File: config.mk
export PLATFORM = sky130hd
export DESIGN_NAME = custom_axi_ip_regs
export DESIGN_NICKNAME = d
export VERILOG_FILES = /design/src/rtl/custom_axi_ip_regs.sv
export SDC_FILE = /design/constraint.sdc
export NUM_CORES = 1
export LEC_CHECK = 0
export ABC_AREA = 1
export CORE_MARGIN = 2
export CORE_UTILIZATION = 40
export DETAILED_ROUTE_END_ITERATION = 10
export DONT_BUFFER_PORTS = 1
export PLACE_DENSITY = 0.66
export SLEW_MARGIN = 20
export SYNTH_ARGS = -nofsm -noshare
export SYNTH_HDL_FRONTEND = slang
export SYNTH_SLANG_ARGS = --single-unit
File: constraint.sdc
create_clock -name clk_i -period 3.5 [get_ports clk_i]
set_input_delay 0 -clock clk_i [delete_from_list [all_inputs] [get_ports clk_i]]
set_output_delay 0 -clock clk_i [all_outputs]
set_load 0.05 [all_outputs]
File: src/rtl/custom_axi_ip_regs.sv
// custom_axi_ip_regs: AXI4-Lite register file bridging CPU accesses to the custom IP core.
// CTRL starts the core, DATA_IN drives it, DATA_OUT/STATUS capture its write-back.
module custom_axi_ip_regs #(
   parameter int ADDR_WIDTH = 4,
   parameter int DATA_WIDTH = 32
) (
   input  logic                  clk_i,
   input  logic                  rst_i,
   input  logic [ADDR_WIDTH-1:0] s_awaddr_i,
   input  logic                  s_awvalid_i,
   output logic                  s_awready_o,
   input  logic [DATA_WIDTH-1:0] s_wdata_i,
   input  logic [3:0]            s_wstrb_i,
   input  logic                  s_wvalid_i,
   output logic                  s_wready_o,
   output logic [1:0]            s_bresp_o,
   output logic                  s_bvalid_o,
   input  logic                  s_bready_i,
   input  logic [ADDR_WIDTH-1:0] s_araddr_i,
   input  logic                  s_arvalid_i,
   output logic                  s_arready_o,
   output logic [DATA_WIDTH-1:0] s_rdata_o,
   output logic [1:0]            s_rresp_o,
   output logic                  s_rvalid_o,
   input  logic                  s_rready_i,
   output logic [DATA_WIDTH-1:0] ipreg_data_o,
   output logic                  enable_o,
   input  logic [DATA_WIDTH-1:0] ipreg_data_i,
   input  logic                  wen_i,
   input  logic [1:0]            status_i,
   input  logic                  enable_i
);
   typedef enum logic {W_IDLE, W_RESP} w_state_e;
   typedef enum logic {R_IDLE, R_RESP} r_state_e;
   w_state_e              w_state_q;
   r_state_e              r_state_q;
   logic                  up_q, aw_got_q, w_got_q, bvalid_q, rvalid_q;
   logic [1:0]            awaddr_q;
   logic [DATA_WIDTH-1:0] wdata_q, rdata_q, data_in_q, data_in_d, data_out_q;
   logic [3:0]            wstrb_q;
   logic                  done_q, done_d, reject_q, reject_d, enable_q, enable_d;
   logic                  aw_hs, w_hs, ar_hs, commit, start, w1c;
   logic [1:0]            c_addr;
   logic [DATA_WIDTH-1:0] c_data, rd_mux, status_word;
   logic [3:0]            c_strb;
   logic                  unused_addr;
   assign unused_addr  = ^{s_awaddr_i[1:0], s_araddr_i[1:0]};
   // Readies stay low while reset is held and rise on the first clock after release.
   assign s_awready_o  = up_q & (w_state_q == W_IDLE) & ~aw_got_q;
   assign s_wready_o   = up_q & (w_state_q == W_IDLE) & ~w_got_q;
   assign s_arready_o  = up_q & (r_state_q == R_IDLE);
   assign s_bvalid_o   = bvalid_q;
   assign s_bresp_o    = 2'b00;
   assign s_rvalid_o   = rvalid_q;
   assign s_rresp_o    = 2'b00;
   assign s_rdata_o    = rdata_q;
   assign ipreg_data_o = data_in_q;
   assign enable_o     = enable_q;
   assign aw_hs  = s_awvalid_i & s_awready_o;
   assign w_hs   = s_wvalid_i & s_wready_o;
   assign ar_hs  = s_arvalid_i & s_arready_o;
   assign commit = (w_state_q == W_IDLE) & (aw_got_q | aw_hs) & (w_got_q | w_hs);
   assign c_addr = aw_got_q ? awaddr_q : s_awaddr_i[3:2];
   assign c_data = w_got_q ? wdata_q : s_wdata_i;
   assign c_strb = w_got_q ? wstrb_q : s_wstrb_i;
   assign start  = commit & (c_addr == 2'd0) & c_strb[0] & c_data[0];
   assign w1c    = commit & (c_addr == 2'd3) & c_strb[1];
   assign status_word = {{(DATA_WIDTH-10){1'b0}}, reject_q, done_q, 5'b0, enable_i, status_i};
   assign rd_mux = s_araddr_i[3:2] == 2'd0 ? '0 :
                   s_araddr_i[3:2] == 2'd1 ? data_in_q :
                   s_araddr_i[3:2] == 2'd2 ? data_out_q : status_word;
   always_comb begin
      data_in_d = data_in_q;
      for (int b = 0; b < 4; b++)
         if (commit && c_addr == 2'd1 && c_strb[b]) data_in_d[8*b +: 8] = c_data[8*b +: 8];
      // Hardware set of DONE takes priority over a same-cycle W1C.
      done_d   = wen_i | (done_q & ~(w1c & c_data[8]));
      reject_d = (start & (status_i != 2'd0)) | (reject_q & ~(w1c & c_data[9]));
      enable_d = start & (status_i == 2'd0);
   end
   always_ff @(posedge clk_i or posedge rst_i) begin
      if (rst_i) begin
         up_q       <= 1'b0;
         data_in_q  <= '0;
         data_out_q <= '0;
         done_q     <= 1'b0;
         reject_q   <= 1'b0;
         enable_q   <= 1'b0;
      end else begin
         up_q       <= 1'b1;
         data_in_q  <= data_in_d;
         data_out_q <= wen_i ? ipreg_data_i : data_out_q;
         done_q     <= done_d;
         reject_q   <= reject_d;
         enable_q   <= enable_d;
      end
   end
   always_ff @(posedge clk_i or posedge rst_i) begin
      if (rst_i) begin
         w_state_q <= W_IDLE;
         aw_got_q  <= 1'b0;
         w_got_q   <= 1'b0;
         bvalid_q  <= 1'b0;
         awaddr_q  <= '0;
         wdata_q   <= '0;
         wstrb_q   <= '0;
      end else if (w_state_q == W_IDLE) begin
         if (aw_hs) awaddr_q <= s_awaddr_i[3:2];
         if (w_hs) begin
            wdata_q <= s_wdata_i;
            wstrb_q <= s_wstrb_i;
         end
         aw_got_q  <= commit ? 1'b0 : (aw_got_q | aw_hs);
         w_got_q   <= commit ? 1'b0 : (w_got_q | w_hs);
         bvalid_q  <= commit;
         w_state_q <= commit ? W_RESP : W_IDLE;
      end else if (s_bready_i) begin
         bvalid_q  <= 1'b0;
         w_state_q <= W_IDLE;
      end
   end
   always_ff @(posedge clk_i or posedge rst_i) begin
      if (rst_i) begin
         r_state_q <= R_IDLE;
         rvalid_q  <= 1'b0;
         rdata_q   <= '0;
      end else if (r_state_q == R_IDLE) begin
         if (ar_hs) begin
            rdata_q   <= rd_mux;
            rvalid_q  <= 1'b1;
            r_state_q <= R_RESP;
         end
      end else if (s_rready_i) begin
         rvalid_q  <= 1'b0;
         r_state_q <= R_IDLE;
      end
   end
endmodule

==> results of run 1 <==
==> cells by family after synthesis <==
kind of cell / Yosys count / synth area share [%]
buffers and inverters: 101 / 6.82
muxes: 1 / 0.177
AOI/OAI and AO/OA: 151 / 13.8
and+or+nand+nor: 346 / 22.5
DFF: 144 / 56.6
other: 2 / 0.118
==> worst max-delay path, stage by stage (launching register included) <==
cell	delay, ns
dfrtp_2	0.73
a31oi_1	0.14
nor2_2	0.61
nand3_1	0.43
nand2_1	0.18
nand2_1	0.07
==> synthesized netlist by cell type, drive strengths merged <==
| cell | number |
|---|---|
| and2 | 1 |
| nand4 | 33 |
| and3 | 1 |
| conb | 2 |
| inv | 53 |
| a21oi | 30 |
| or2 | 1 |
| mux2 | 1 |
| o21ai | 92 |
| a2bb2oi | 27 |
| buf | 21 |
| nand2 | 257 |
| nor2 | 19 |
| dfrtp | 144 |
| clkbuf | 26 |
| a31oi | 1 |
| o21bai | 1 |
| clkinv | 1 |
| nand3 | 34 |
==> routing by layer <==
metal,track usage [%],up-vias,routed length [µm]
met3,4.92,19,1070
met2,30.9,204,8030
met5,0,-,0
met4,7.91,0,309
met1,30.6,2619,8310
li1,-,2668,-
==> state kept, by name (all words and copies together), names as in the netlist <==
signal        flops
enable_o          1
s_rvalid_o        1
w_state_q         1
wdata_q          32
s_rdata_o        32
reject_q          1
done_q            1
wstrb_q           4
data_out_q       32
up_q              1
s_bvalid_o        1
r_state_q         1
awaddr_q          2
ipreg_data_o     32
aw_got_q          1
w_got_q           1
==> final cells by class <==
type | count | area, µm²
Clock inverter | 14 | 203
Inverter | 54 | 206
Fill cell | 1397 | 7320
Multi-Input combinational cell | 503 | 2350
Tap cell | 216 | 270
Sequential cell | 144 | 3600
Timing Repair Buffer | 136 | 1320
Clock buffer | 18 | 439
==> metrics by stage <==
stage          instances  utilization, %  total power (µW)  instance area [µm²]
5_1_grt             1085            53.4              7100                 8400
6_report            1085            53.4              6740                 8400
2_1_floorplan        748               -              4300                 6380
3_5_place_dp         934            41.7              4660                 6560
4_1_cts             1085            53.5              6770                 8400
3_3_place_gp         934            41.7              4610                 6560
==> placed cells by master, fill, tap and decap left out <==
master         count
clkbuf_16         17
buf_4             17
dfrtp_1          143
nand2_1          256
a2bb2oi_1         27
clkinvlp_4         2
nand3_1           34
nor2_1            17
clkinv_2           1
mux2_2             1
o21ai_1            1
and2_1             1
buf_2              1
nor2_2             2
conb_1             5
clkinv_1           1
o21bai_2           1
nand4_1           33
dfrtp_2            1
a31oi_1            1
dlygate4sd3_1    117
o21ai_2            3
clkinv_4           3
bufinv_16          4
o21ai_0           88
inv_1             50
buf_12             1
clkbuf_8           1
a21oi_2            1
or2_2              1
inv_6              5
nand2_2            1
and3_1             1
inv_2              2
a21oi_1           29
==> final timing paths <==
kind	start	end	cells past startpoint
worst max-delay path	w_got_q$_DFFE_PP0N_	ipreg_data_o[17]$_DFFE_PP0P_	5
worst min-delay path	s_araddr_i[3]	s_rdata_o[1]$_DFFE_PP0P_	4
worst max register to register	w_got_q$_DFFE_PP0N_	ipreg_data_o[17]$_DFFE_PP0P_	5
worst min register to register	data_out_q[13]$_DFFE_PP0P_	data_out_q[13]$_DFFE_PP0P_	2
max in group asynchronous	rst_i	w_got_q$_DFFE_PP0N_	3
min in group asynchronous	rst_i	data_out_q[8]$_DFFE_PP0P_	2
==> power by group through the flow <==
stage	logic [µW]	clock network, µW	registers, µW
after floorplan	1050	0	3250
after global placement	1170	0	3440
after detailed placement	1200	0	3450
after CTS	1340	2000	3430
after global routing	1530	2070	3490
final	1340	1970	3430
==> reports/qor.csv, run 1 <==
metric,value,unit
status,finished clean,
number of buffers created by CTS,17,
VDD IR max,369,µV
"Slew Viols, Final",0,
power per cell area,803,nW/µm²
DP Wirelength,11500,µm
Initial Util,40.5,%
sequential power share,50.8,%
clock power share,29.3,%
post-synthesis sequential area ratio,56.6,%
cells after synthesis,745,
synth warn,0,
Die Width,130,µm
I/O Buffers,0,
Syn-to-layout area delta,31.8,%
Synth area leader,dfrtp_1,
clock tree from TritonCTS,built,
CP Launch Type,flop,
internal power,3900,µW
NetSw,2840,µW
CTS Hold Bufs,119,
Synth Area per Inst,8.55,µm²
nature of the critical path endpoint,flop,
detailed-route via count,5510,
Rows,46,
switch share,42.1,%
vias in the first global route,5005,
maximum root-to-sink buffer count,2,
Fin Hold WS,0.0787,ns
relative slew slack,36.9,%
crit path time final,2.29,ns
# DRC,0,
GRT Resource Usage Total,21.1,%
Hold Fails Final Rpt,0,
grt ovf,0,
share of cells above drive strength 1,7.48,%
period utilization,65.5,%
RSZ-0062 raised after global routing,false,
initial detailed-routing violation count,363,
Synth top area share,56.6,%
Max Fanout on Critical Path,37,
final worst setup slack,1.21,ns
Post-CTS Setup Bufs,0,
ranking of synthesized cells by area,"dfrtp_1 (57%), nand2_1 (15%), o21ai_0 (6.9%), a2bb2oi_1 (3.7%), nand4_1 (3.2%)",
post-synthesis register bit count,144,
leak pwr,0.00404,µW
maxcap violations,0,
Die Y,130,µm
clk_skew,0.00771,ns
initial antenna violation count,0,
Yosys cell types,27,
post-route ant nets,0,
Clock Sinks,144,
die area,16900,µm²
CP Data Required Time,3.81,ns
clock latency on the worst-skew pair,0.43,ns
Combinational Power Share,19.9,%
diode count,0,
CTS HTree Levels,4,
Pre-Repair DR Iteration Count,4,
setup TNS,0,ns
FF-to-FF setup slack,1.21,ns
worst slew pin tran,0.944,ns
"CTS clk-pin slew, worst paths",0.06,ns
nets@finish,943,
Root Driver,clkbuf_16,
Setup WS pre-CTS,1.24,ns
crit path kind,reg2reg,
Wirelength per Cell,16.3,µm
first-pass GRT wire length,27300,µm
Placeable Area,15700,µm²
Min-Delay Path Class,in2reg,
Final setup viols,0,
Mapped Area,6370,µm²
largest net degree at the start of global routing,44,
post-CTS sizing,0,
CP arrival,2.60,ns
io pins,161,
GP Congestion,0.804,
Via density,5.08,
fmax,436,MHz
drt total wl,17700,µm
Power figures use the tool's default switching activity.
==> run 2, diff against run 1 <==
--- a/config.mk
+++ b/config.mk
@@ -10,7 +10,7 @@
 export CORE_UTILIZATION = 40
 export DETAILED_ROUTE_END_ITERATION = 10
 export DONT_BUFFER_PORTS = 1
-export PLACE_DENSITY = 0.66
+export PLACE_DENSITY = 0.64
 export SLEW_MARGIN = 20
 export SYNTH_ARGS = -nofsm -noshare
 export SYNTH_HDL_FRONTEND = slang
==> constraint.sdc (replaced) <==
create_clock -name clk_i -period 2.2 [get_ports clk_i]
set_input_delay 0 -clock clk_i [delete_from_list [all_inputs] [get_ports clk_i]]
set_output_delay 0 -clock clk_i [all_outputs]
set_load 0.05 [all_outputs]
==> reports/qor.csv, run 2 (same netlist as run 1, synthesis figures left out) <==
metric,value,unit
CP Launch Type,flop,
crit path kind,reg2reg,
initial antenna violation count,0,
Pre-Repair DR Iteration Count,5,
Wirelength per Cell,15.9,µm
maxcap violations,0,
GP Congestion,0.812,
Syn-to-layout area delta,33.4,%
CP Data Required Time,2.51,ns
post-route ant nets,0,
diode count,0,
largest net degree at the start of global routing,73,
die area,16900,µm²
final worst setup slack,0.400,ns
fmax,556,MHz
detailed-route via count,5367,
GRT Resource Usage Total,20.6,%
initial detailed-routing violation count,454,
Setup WS pre-CTS,0.420,ns
internal power,6450,µW
placed cell area,6610,µm²
DP Wirelength,11200,µm
I/O Buffers,0,
"Buf+Inv Stages, Crit Path",2,
NetSw,4460,µW
Post-CTS Setup Bufs,0,
Rows,46,
Die Width,130,µm
CTS HTree Levels,4,
Combinational Power Share,20.0,%
clk_skew,0.0107,ns
Placeable Area,15700,µm²
"commonest non-fill, non-tap cells in the layout","nand2_1 (256), dfrtp_1 (143), dlygate4sd3_1 (117)",
nature of the critical path endpoint,flop,
WHS Path Cells,5,
switch share,40.9,%
vias in the first global route,4851,
drt total wl,17300,µm
Finished Cell Area,8500,µm²
leak pwr,0.00407,µW
CP max stage cell,dlygate4sd3_1,
power per cell area,1280,nW/µm²
share of cells above drive strength 1,7.47,%
relative slew slack,53.3,%
"CTS clk-pin slew, worst paths",0.06,ns
VDD IR max,580,µV
"Slew Viols, Final",0,
Max Fanout on Critical Path,6,
crit path time final,1.80,ns
Final setup viols,0,
area occupied by multi-input gates,2350,µm²
RSZ-0062 raised after global routing,false,
fin util,54.1,%
CP arrival,2.11,ns
Die Y,130,µm
clock power share,30.3,%
Crit path top cell by count,nand2_1,
setup TNS,0,ns
Fin Hold WS,0.0569,ns
Initial Util,40.5,%
CP Cell Sequence,inv_2 -> nand2_1 -> nor2_1 -> nand2_1 -> mux2_2 -> dlygate4sd3_1,
register area,3600,µm²
"most common cell after layout, fill and taps aside",nand2_1,
clock latency on the worst-skew pair,0.43,ns
number of buffers created by CTS,17,
Clock Sinks,144,
first-pass GRT wire length,26600,µm
Worst Reg-to-Reg Cells,6,
Worst path max stage delay,0.55,ns
sequential power share,49.8,%
# DRC,0,
FILL cells,1400,
status,finished clean,
grt ovf,0,
"delay-heaviest family, CP",buffers and inverters,
maximum root-to-sink buffer count,2,
worst slew pin tran,0.699,ns
Hold Fails Final Rpt,0,
Crit. path cell count,6,
nets@finish,944,
Root Driver,clkbuf_16,
Via density,4.94,
clock tree from TritonCTS,built,
Min-Delay Path Class,in2reg,
period utilization,81.8,%
io pins,161,
## run 2: changes by cell type in the layout (fill, tap and decap cells not counted)
cell,previous run,this run
buf_12,1,5
buf_2,1,0
buf_4,17,15
bufinv_16,4,6
clkbuf_1,0,1
clkinv_4,3,4
clkinvlp_4,2,3
inv_6,5,0
nor2_2,2,1
nor2_4,0,1
## run 2: layout make-up
class	instances	area share (%)
well taps	216	3.18
multi-input cells	503	27.7
inverters	54	2.43
clock buffers	19	5.21
clock inverters	13	2.77
repair buffers	137	16.3
flip-flops and latches	144	42.4
## run 2: path summary, 6_finish.rpt
kind / from / end / slack, ns
setup / recovery: w_state_q$_DFF_PP0_ / awaddr_q[0]$_DFFE_PP0P_ / 0.40
hold / removal: s_araddr_i[3] / s_rdata_o[2]$_DFFE_PP0P_ / 0.06
setup reg to reg: w_state_q$_DFF_PP0_ / awaddr_q[0]$_DFFE_PP0P_ / 0.40
hold reg to reg: data_out_q[13]$_DFFE_PP0P_ / data_out_q[13]$_DFFE_PP0P_ / 0.47
max in group asynchronous: rst_i / data_out_q[27]$_DFFE_PP0P_ / 1.44
min in group asynchronous: rst_i / data_out_q[1]$_DFFE_PP0P_ / 0.11
## run 2: metal layers
| metal | global-route usage (%) | up-vias | wire [µm] |
|---|---|---|---|
| met5 | 0 | - | 0 |
| met4 | 7.08 | 0 | 319 |
| met3 | 5.78 | 23 | 980 |
| met2 | 29.4 | 156 | 7620 |
| met1 | 30.1 | 2511 | 8350 |
| li1 | - | 2677 | - |
## run 2: metrics by stage
step,cells,power [µW]
2_1_floorplan,748,6850
3_3_place_gp,935,7370
3_5_place_dp,935,7430
4_1_cts,1086,11000
5_1_grt,1086,11500
6_report,1086,10900
## run 2: power groups by stage
stage / registers (µW) / logic (µW) / clock network (µW)
2_1_floorplan: 5170 / 1680 / 0
3_3_place_gp: 5460 / 1910 / 0
3_5_place_dp: 5470 / 1960 / 0
4_1_cts: 5430 / 2180 / 3360
5_1_grt: 5520 / 2500 / 3480
6_report: 5430 / 2180 / 3300
## run 2: repair_timing
item / 4_1_cts / 5_1_grt
hold endpoints to repair: 287 / 0
gates resized for setup: 0 / 0
hold buffers: 119 / 0
## run 2: tightest hold or removal path: stages
cell and delay, ns:
nand2_1 0.20, nand2_1 0.07, o21ai_0 0.06, o21ai_0 0.07, nand2_1 0.05
==> run 3, diff against run 2 <==
--- a/config.mk
+++ b/config.mk
@@ -10,7 +10,7 @@
 export CORE_UTILIZATION = 40
 export DETAILED_ROUTE_END_ITERATION = 10
 export DONT_BUFFER_PORTS = 1
-export PLACE_DENSITY = 0.64
+export PLACE_DENSITY = 0.66
 export SLEW_MARGIN = 20
 export SYNTH_ARGS = -nofsm -noshare
 export SYNTH_HDL_FRONTEND = slang
==> constraint.sdc (replaced) <==
create_clock -name clk_i -period 1.54 [get_ports clk_i]
set_input_delay 0 -clock clk_i [delete_from_list [all_inputs] [get_ports clk_i]]
set_output_delay 0 -clock clk_i [all_outputs]
set_load 0.05 [all_outputs]
==> reports/qor.csv, run 3 (same netlist as run 1, synthesis figures left out) <==
metric,value,unit
Pre-Repair DR Iteration Count,5,
clock latency on the worst-skew pair,0.42,ns
"Slew Viols, Final",0,
Root Driver,clkbuf_16,
RSZ-0062 raised after global routing,true,
# DRC,0,
Final setup viols,0,
Placeable Area,15700,µm²
CP Launch Type,flop,
clock power share,25.6,%
"commonest non-fill, non-tap cells in the layout","nand2_1 (252), dfrtp_1 (142), dlygate4sd3_1 (117)",
CTS HTree Levels,4,
io pins,161,
maximum root-to-sink buffer count,2,
failing checks,hold timing,
maxcap violations,0,
Syn-to-layout area delta,41.3,%
Max Fanout on Critical Path,14,
drt total wl,18200,µm
leak pwr,0.00436,µW
Clock Sinks,144,
first-pass GRT wire length,27800,µm
NetSw,6720,µW
Min-Delay Path Class,in2reg,
initial detailed-routing violation count,421,
CP Cell Sequence,inv_2 -> buf_4 -> a31oi_1 -> nor2_4 -> buf_12 -> buf_4 -> nand4_1 -> nand2_1,
post-route ant nets,0,
Via density,5.05,
GRT Resource Usage Total,21.3,%
diode count,0,
largest net degree at the start of global routing,90,
GP Congestion,0.784,
Die Y,130,µm
CP arrival,1.83,ns
Worst path max stage delay,0.35,ns
sequential power share,39.7,%
grt ovf,0,
vias in the first global route,5225,
worst slew pin tran,1.07,ns
fin util,57.3,%
Fin Hold WS,-0.0396,ns
Hold Fails Final Rpt,1,
nature of the critical path endpoint,flop,
"most common cell after layout, fill and taps aside",nand2_1,
share of cells above drive strength 1,14.4,%
relative slew slack,28.4,%
crit path kind,reg2reg,
clk_skew,0.00903,ns
"CTS clk-pin slew, worst paths",0.06,ns
VDD IR max,862,µV
initial antenna violation count,0,
switch share,41.3,%
nets@finish,1001,
Combinational Power Share,34.7,%
detailed-route via count,5765,
Initial Util,40.5,%
period utilization,98.8,%
"delay-heaviest family, CP",buffers and inverters,
I/O Buffers,0,
power per cell area,1810,nW/µm²
fmax,657,MHz
"Buf+Inv Stages, Crit Path",4,
crit path time final,1.52,ns
Wirelength per Cell,15.9,µm
number of buffers created by CTS,17,
Die Width,130,µm
status,"complete, but fails checks",
CP max stage cell,dfrtp_1,
Total Power,16300,µW
internal power,9550,µW
CP Data Required Time,1.84,ns
clock tree from TritonCTS,built,
die area,16900,µm²
Crit path top cell by count,buf_4,
DP Wirelength,11500,µm
Rows,46,
-- run 3: cell count changes in the layout (fill, tap and decap cells not counted), moves of 3 or more --
cell / previous run / this run
buf_12: 5 / 8
buf_4: 15 / 66
bufinv_16: 6 / 3
nand2_1: 256 / 252
nand2_2: 1 / 5
nand3_1: 34 / 30
nand3_4: 0 / 4
-- run 3: layout make-up --
type                       instances  area, µm²
fill                            1350       6710
timing repair buffer             194       1890
clock buffer                      18        429
multi-input combinational        503       2440
tap                              216        270
clock inverter                    13        164
inverter                          54        206
sequential                       144       3610
-- run 3: path summary, 6_finish.rpt --
path                                             from                      endpoint  slack, ns  cells after the start
max in group asynchronous                       rst_i           w_got_q$_DFFE_PP0N_       0.91                      3
setup reg to reg                  w_state_q$_DFF_PP0_  ipreg_data_o[16]$_DFFE_PP0P_       0.02                      8
hold / removal                                  wen_i     data_out_q[0]$_DFFE_PP0P_      -0.04                      2
hold reg to reg            data_out_q[10]$_DFFE_PP0P_    data_out_q[10]$_DFFE_PP0P_       0.48                      2
min in group asynchronous                       rst_i     data_out_q[3]$_DFFE_PP0P_       0.18                      3
setup / recovery                  w_state_q$_DFF_PP0_  ipreg_data_o[16]$_DFFE_PP0P_       0.02                      8
-- run 3: stage by stage --
stage	area (µm²)	setup WS, ns	hold WS (ns)	std cells	TNS [ns]
detailed placement	7040	-0.0646	0.0125	985	-1.26
global route	9000	-0.0544	0.00255	1142	-0.957
floorplan	6400	-0.265	0.0964	748	-38.46
CTS	8840	0.00222	0.00279	1133	0
global placement	7040	-0.00207	0.00220	985	-0.00207
finish	9000	0.0182	-0.0396	1142	0
-- run 3: power by group through the flow --
stage	combinational, µW	clock [µW]	sequential, µW
5_1_grt	6170	4390	6580
3_5_place_dp	4960	0	6490
4_1_cts	5280	4220	6440
6_report	5650	4160	6460
2_1_floorplan	2430	0	7390
3_3_place_gp	4860	0	6470
-- run 3: what timing repair did --
action                                  in CTS  in global routing
endpoints found under the setup margin      33                 40
pin swaps                                    0                  1
resized for setup                            5                 14
setup buffers                                0                  6
hold buffers                               117                  2
gates cloned                                 0                  2
hold endpoints to repair                   284                  5
-- run 3: routing by layer --
layer / global-route usage, % / vias up / routed length (µm)
met1: 31.0 / 2746 / 8520
met2: 30.6 / 198 / 8300
met4: 9.87 / 0 / 487
met3: 4.47 / 33 / 884
met5: 0 / - / 0
li1: - / 2788 / -
